<file path="src/rtl/sevenseg_scan_decoder.sv">
// Recovers a 4-digit hex value by watching a multiplexed, active-low seven-segment display.
// Latency: an accepted pattern reaches value/valid or err one cycle after the accept edge.

module sevenseg_scan_decoder #(
   parameter int STABLE_CYCLES = 4
) (
   input  logic        clk,
   input  logic        reset,
   input  logic [6:0]  seg_n,
   input  logic [3:0]  an_n,
   output logic [15:0] value,
   output logic [3:0]  blank_mask,
   output logic        valid,
   output logic        err,
   output logic [1:0]  err_digit
);

   localparam logic [0:0] SETTLE = 1'b0;
   localparam logic [0:0] HELD   = 1'b1;
   localparam logic [7:0] STABLE_MAX = 8'(STABLE_CYCLES);

   // Sample stage and the sample before it; the pin pair is compared as one word.
   logic [6:0]  smp_seg;
   logic [3:0]  smp_an;
   logic [6:0]  prv_seg;
   logic [3:0]  prv_an;
   logic [7:0]  cnt;
   logic [0:0]  state;

   logic        same;
   logic        selectable;
   logic [1:0]  sel_idx;
   logic [3:0]  dec_nib;
   logic        dec_blank;
   logic        dec_bad;

   logic        acc_vld;
   logic [1:0]  acc_idx;
   logic [3:0]  acc_nib;
   logic        acc_blank;
   logic        acc_bad;

   logic [15:0] digits;
   logic [3:0]  blanks;
   logic [3:0]  seen;
   logic [15:0] digits_nxt;
   logic [3:0]  blanks_nxt;
   logic [3:0]  seen_nxt;

   assign same = ({smp_an, smp_seg} == {prv_an, prv_seg});

   always_comb begin
      selectable = 1'b1;
      sel_idx    = 2'd0;
      case (smp_an)
         4'b1110: sel_idx = 2'd0;
         4'b1101: sel_idx = 2'd1;
         4'b1011: sel_idx = 2'd2;
         4'b0111: sel_idx = 2'd3;
         default: selectable = 1'b0;
      endcase
   end

   always_comb begin
      dec_nib   = 4'h0;
      dec_blank = 1'b0;
      dec_bad   = 1'b0;
      case (smp_seg)
         7'h40: dec_nib = 4'h0;
         7'h79: dec_nib = 4'h1;
         7'h24: dec_nib = 4'h2;
         7'h30: dec_nib = 4'h3;
         7'h19: dec_nib = 4'h4;
         7'h12: dec_nib = 4'h5;
         7'h02: dec_nib = 4'h6;
         7'h78: dec_nib = 4'h7;
         7'h00: dec_nib = 4'h8;
         7'h18: dec_nib = 4'h9;
         7'h08: dec_nib = 4'hA;
         7'h03: dec_nib = 4'hB;
         7'h46: dec_nib = 4'hC;
         7'h21: dec_nib = 4'hD;
         7'h06: dec_nib = 4'hE;
         7'h0E: dec_nib = 4'hF;
         7'h7F: dec_blank = 1'b1;
         default: dec_bad = 1'b1;
      endcase
   end

   // Stability counter: a pair is accepted once, on the cycle its run length reaches STABLE_CYCLES.
   always_ff @(posedge clk) begin
      if (reset) begin
         smp_seg   <= 7'h7F;
         smp_an    <= 4'hF;
         prv_seg   <= 7'h7F;
         prv_an    <= 4'hF;
         cnt       <= 8'd0;
         state     <= SETTLE;
         acc_vld   <= 1'b0;
         acc_idx   <= 2'd0;
         acc_nib   <= 4'h0;
         acc_blank <= 1'b0;
         acc_bad   <= 1'b0;
      end else begin
         smp_seg <= seg_n;
         smp_an  <= an_n;
         prv_seg <= smp_seg;
         prv_an  <= smp_an;
         acc_vld <= 1'b0;
         if (!selectable) begin
            state <= SETTLE;
            cnt   <= 8'd0;
         end else if (!same) begin
            state <= SETTLE;
            cnt   <= 8'd1;
         end else if (state == HELD) begin
            cnt <= STABLE_MAX;
         end else if (cnt >= STABLE_MAX - 8'd1) begin
            state     <= HELD;
            cnt       <= STABLE_MAX;
            acc_vld   <= 1'b1;
            acc_idx   <= sel_idx;
            acc_nib   <= dec_nib;
            acc_blank <= dec_blank;
            acc_bad   <= dec_bad;
         end else begin
            cnt <= cnt + 8'd1;
         end
      end
   end

   always_comb begin
      digits_nxt = digits;
      blanks_nxt = blanks;
      seen_nxt   = seen;
      digits_nxt[{acc_idx, 2'b00} +: 4] = acc_nib;
      blanks_nxt[acc_idx] = acc_blank;
      seen_nxt[acc_idx]   = 1'b1;
   end

   // Frame assembly: the frame publishes as soon as all four digits have been seen since the last publish/error.
   always_ff @(posedge clk) begin
      if (reset) begin
         digits     <= 16'h0000;
         blanks     <= 4'b0000;
         seen       <= 4'b0000;
         value      <= 16'h0000;
         blank_mask <= 4'b0000;
         valid      <= 1'b0;
         err        <= 1'b0;
         err_digit  <= 2'd0;
      end else begin
         valid <= 1'b0;
         err   <= 1'b0;
         if (acc_vld) begin
            if (acc_bad) begin
               err       <= 1'b1;
               err_digit <= acc_idx;
               seen      <= 4'b0000;
            end else begin
               digits <= digits_nxt;
               blanks <= blanks_nxt;
               if (seen_nxt == 4'b1111) begin
                  value      <= digits_nxt;
                  blank_mask <= blanks_nxt;
                  valid      <= 1'b1;
                  seen       <= 4'b0000;
               end else begin
                  seen <= seen_nxt;
               end
            end
         end
      end
   end

endmodule

</file>
<file path="config.mk">
export PLATFORM = sky130hd
export DESIGN_NAME = sevenseg_scan_decoder
export DESIGN_NICKNAME = d
export VERILOG_FILES = /design/src/rtl/sevenseg_scan_decoder.sv
export SDC_FILE = /design/constraint.sdc
export NUM_CORES = 1
export LEC_CHECK = 0
export CAP_MARGIN = 20
export CELL_PAD_IN_SITES_DETAIL_PLACEMENT = 0
export CELL_PAD_IN_SITES_GLOBAL_PLACEMENT = 2
export CORE_UTILIZATION = 32
export DETAILED_ROUTE_END_ITERATION = 8
export PLACE_DENSITY = 0.87
export SYNTH_ARGS = -nofsm -noshare
export SYNTH_HDL_FRONTEND = slang
export SYNTH_SLANG_ARGS = --single-unit
</file>
<file path="constraint.sdc">
create_clock -name clk -period 2.3 [get_ports clk]
set_clock_uncertainty 0.2 [all_clocks]
set_input_delay 0.69 -clock clk [delete_from_list [all_inputs] [get_ports clk]]
set_output_delay 0.69 -clock clk [all_outputs]
set_load 0.01 [all_outputs]
</file>
==> flow_metrics.tcl <==
set metrics [dict create \
    rsz0062_at_grt "yes" \
    dp_hpwl_um 5400 \
    worst_hold_slack_ps 258 \
    routed_via_density 4.99 \
    yosysWarningCount 0 \
    totalWireLength_um 7730 \
    peakVddDrop_uv 528 \
    outcome "completed" \
    place_area_um2 4370 \
    grt_max_degree 42 \
    io_buffers 36 \
    avgSynthCellArea_um2 9.08 \
    endpoint "acc_bad$_SDFFE_PP0P_" \
    critical_path_arrival_ps 2180 \
    die_area_um2 12300 \
    cts_made_buffers 9 \
    ys_types 48 \
    final_area_um2 4690 \
    cts_setup_buffers 0 \
    die_y_um 111 \
    fin_nets 477 \
    core_um2 11500 \
    period_minus_slack_ps 2140 \
    final_hold_viol_count 0 \
    place_ws_ps 92.5 \
    drtAntennaViolNets 0 \
    clk_pin_slew_ps 60 \
    h-tree-depth 3 \
    reg2reg_to "acc_bad$_SDFFE_PP0P_" \
    drive_gt1_share_pct 15.9 \
    drt_iter0_drc 151 \
    async_reset_ff_share_pct 0 \
    grt_use_total_pct 13.2 \
    swShare_pct 21.8 \
    synth-edff-count 0 \
    cp_max_fo 10 \
    p_per_area_nw_per_um2 676 \
    pwr-share-seq_pct 50.1 \
    grt_first_pass_wirelength_um 13200 \
    reg2reg_depth 6 \
    die_x_um 111 \
    max_cap_viol_count 0 \
    dr_wl_met2_um 3840 \
    yosys_most_used_dff "dfxtp_1" \
    area_growth_syn_to_layout_pct 23.4 \
    switchingPower_uw 692 \
    power_frac_clock_pct 44.4 \
    gp_congestion 0.849 \
    io-pin-count 37 \
    num_rows 39 \
    vias 3010 \
    root_buffer "clkbuf_16" \
    start_util_pct 33.1 \
    finalCritPeriodShare_pct 93.2 \
    tightest_slew_ps 574 \
    hold_path_class "flip-flop to flip-flop" \
    clkLatencyLatePin_ps 330 \
    syn_area_um2 3800 \
    wl_per_cell_um 12.8 \
    max_freq_ghz 0.466 \
    ys_ff_latch 88 \
    drcViolationCount 0 \
    r2r-start "smp_seg[0]$_SDFF_PP1_" \
    drt-met1-wl_um 3490 \
    power_mw 3.17 \
    drv_slew 0 \
    netlist_instances 418 \
    end_kind "flip-flop" \
    r2r_slack_ps 160 \
    leakage_nw 1.59 \
    worst-setup-path-type "flip-flop to flip-flop" \
    antenna_found_initial 0 \
    synth-seq-area-share_pct 46.4 \
    top_layer "met4" \
    startpoint "smp_seg[0]$_SDFF_PP1_" \
    layout_setup_ws_ps 156 \
    met3_length_um 294 \
    grt-ovfl-total 0 \
    diodes 0 \
    comb_power_share_pct 5.6 \
    internal_power_mw 2.48 \
    setup_violations 0 \
    crit_required_ps 2340 \
    cts_tree "done" \
    startpoint_type "flip-flop" \
    first_global_vias 2798 \
    slew_headroom_pct 61.8 \
    clock-sinks 88 \
    drt_pre_antenna_iters 4 \
    clock_path_buffers 2 \
]
==> area by class of cell <==
type,instances,area [um^2]
fillers,1142,6780
multi-input cells,298,1920
flip-flops and latches,88,1770
repair buffers,54,515
clock buffers,11,233
well taps,143,179
clock inverters,5,57.6
inverters,4,15.0
==> worst max-delay path, stage by stage, from the launching register on <==
cell and delay, ps:
dfxtp_1 400, buf_4 180, nor4bb_1 130, a22oi_1 270
o41a_2 210, or4b_1 450, o41ai_2 210
==> cell usage after synthesis, types with 3 or more instances <==
| library cell | number | share of area [%] |
|---|---|---|
| dfxtp_1 | 88 | 46 |
| nor2_1 | 49 | 4.8 |
| a211oi_1 | 37 | 7.3 |
| a21oi_1 | 30 | 4.0 |
| nor2b_1 | 25 | 4.1 |
| or2_2 | 22 | 3.6 |
| clkbuf_1 | 20 | 2.0 |
| nand2_1 | 16 | 1.6 |
| xor2_1 | 13 | 3.0 |
| nand3_1 | 11 | 1.4 |
| nor3_1 | 10 | 1.3 |
| buf_2 | 9 | 1.2 |
| ha_1 | 9 | 3.0 |
| a22oi_1 | 7 | 1.4 |
| nor4bb_1 | 6 | 1.6 |
| o21ai_0 | 6 | 0.79 |
| mux2i_1 | 5 | 1.3 |
| inv_1 | 4 | 0.40 |
| nand4_1 | 4 | 0.66 |
| nor3b_1 | 4 | 0.79 |
| nor4_1 | 4 | 0.66 |
| nor4b_1 | 3 | 0.69 |
| o22ai_1 | 3 | 0.49 |
| or3_1 | 3 | 0.49 |
==> through the flow <==
step	setup TNS [ps]	utilization [%]	instances
finish	0	40.9	603
global route	-50.6	40.9	603
global placement	0	38.1	587
CTS	0	40.6	603
floorplan	0	-	422
detailed placement	0	38.1	587
==> power groups by stage <==
stage | combinational (mW) | clock (mW) | sequential, mW
finish | 0.177 | 1.41 | 1.59
global route | 0.195 | 1.51 | 1.59
CTS | 0.175 | 1.45 | 1.59
detailed placement | 0.175 | 0 | 1.62
global placement | 0.172 | 0 | 1.62
floorplan | 0.134 | 0 | 1.60
==> logic make-up (layout without fill, tap and decap cells) <==
group,count (synthesis),count (layout),synth area share (%)
AND/OR/NAND/NOR,168,168,24.3
AO/OA/AOI/OAI,97,97,17.6
flip-flops,88,88,46.4
buffers and inverters,36,74,4.05
XOR/XNOR,14,14,3.23
adder cells (fa/ha/maj),9,9,2.97
multiplexers,5,5,1.32
other,1,5,0.0988
==> worst min-delay path by stage <==
stage               slack, ps                      to                    from  depth (start not counted)
floorplan                 240  blanks[0]$_SDFFE_PP0P_  blanks[0]$_SDFFE_PP0P_                          2
global placement          240  blanks[0]$_SDFFE_PP0P_  blanks[0]$_SDFFE_PP0P_                          2
detailed placement        250  blanks[1]$_SDFFE_PP0P_  blanks[1]$_SDFFE_PP0P_                          2
CTS                       260  blanks[2]$_SDFFE_PP0P_  blanks[2]$_SDFFE_PP0P_                          2
global route              290  blanks[0]$_SDFFE_PP0P_  blanks[0]$_SDFFE_PP0P_                          2
finish                    260  blanks[1]$_SDFFE_PP0P_  blanks[1]$_SDFFE_PP0P_                          2
==> state kept, by name, indices dropped and copies added (netlist names), 2 cells and up <==
name        cells
smp_seg         7
acc_idx         2
blank_mask      4
seen            4
prv_an          4
smp_an          4
value          16
blanks          4
prv_seg         7
err_digit       2
digits         16
acc_nib         4
cnt             8
==> cell usage in the layout, fill, tap and decap left out, types with 4 or more instances in the layout <==
cell type	netlist	final
mux2i_1	5	5
ha_1	9	6
nand2_1	16	16
a22oi_1	7	7
nor4bb_1	6	6
o21ai_0	6	6
a211oi_1	37	37
nand3_1	11	11
nor2_1	49	49
conb_1	1	5
a21oi_1	30	30
dfxtp_1	88	84
nor2b_1	25	24
or2_2	22	22
nor3b_1	4	4
nand4_1	4	4
nor3_1	10	10
clkbuf_16	0	9
buf_4	0	16
dfxtp_2	0	4
clkdlybuf4s50_1	0	35
xor2_1	13	13
==> repair_timing <==
item,4_1_cts,5_1_grt
gates resized for setup,0,10
hold buffers,0,0
setup endpoints to repair,0,28
==> layer usage <==
metal  GRT usage [%]  vias to the layer above
met2            22.4                       66
met5               0                        -
met4            4.53                        0
met3            3.61                       10
met1            16.1                     1378
li1                -                     1556
Power figures use the tool's default switching activity.
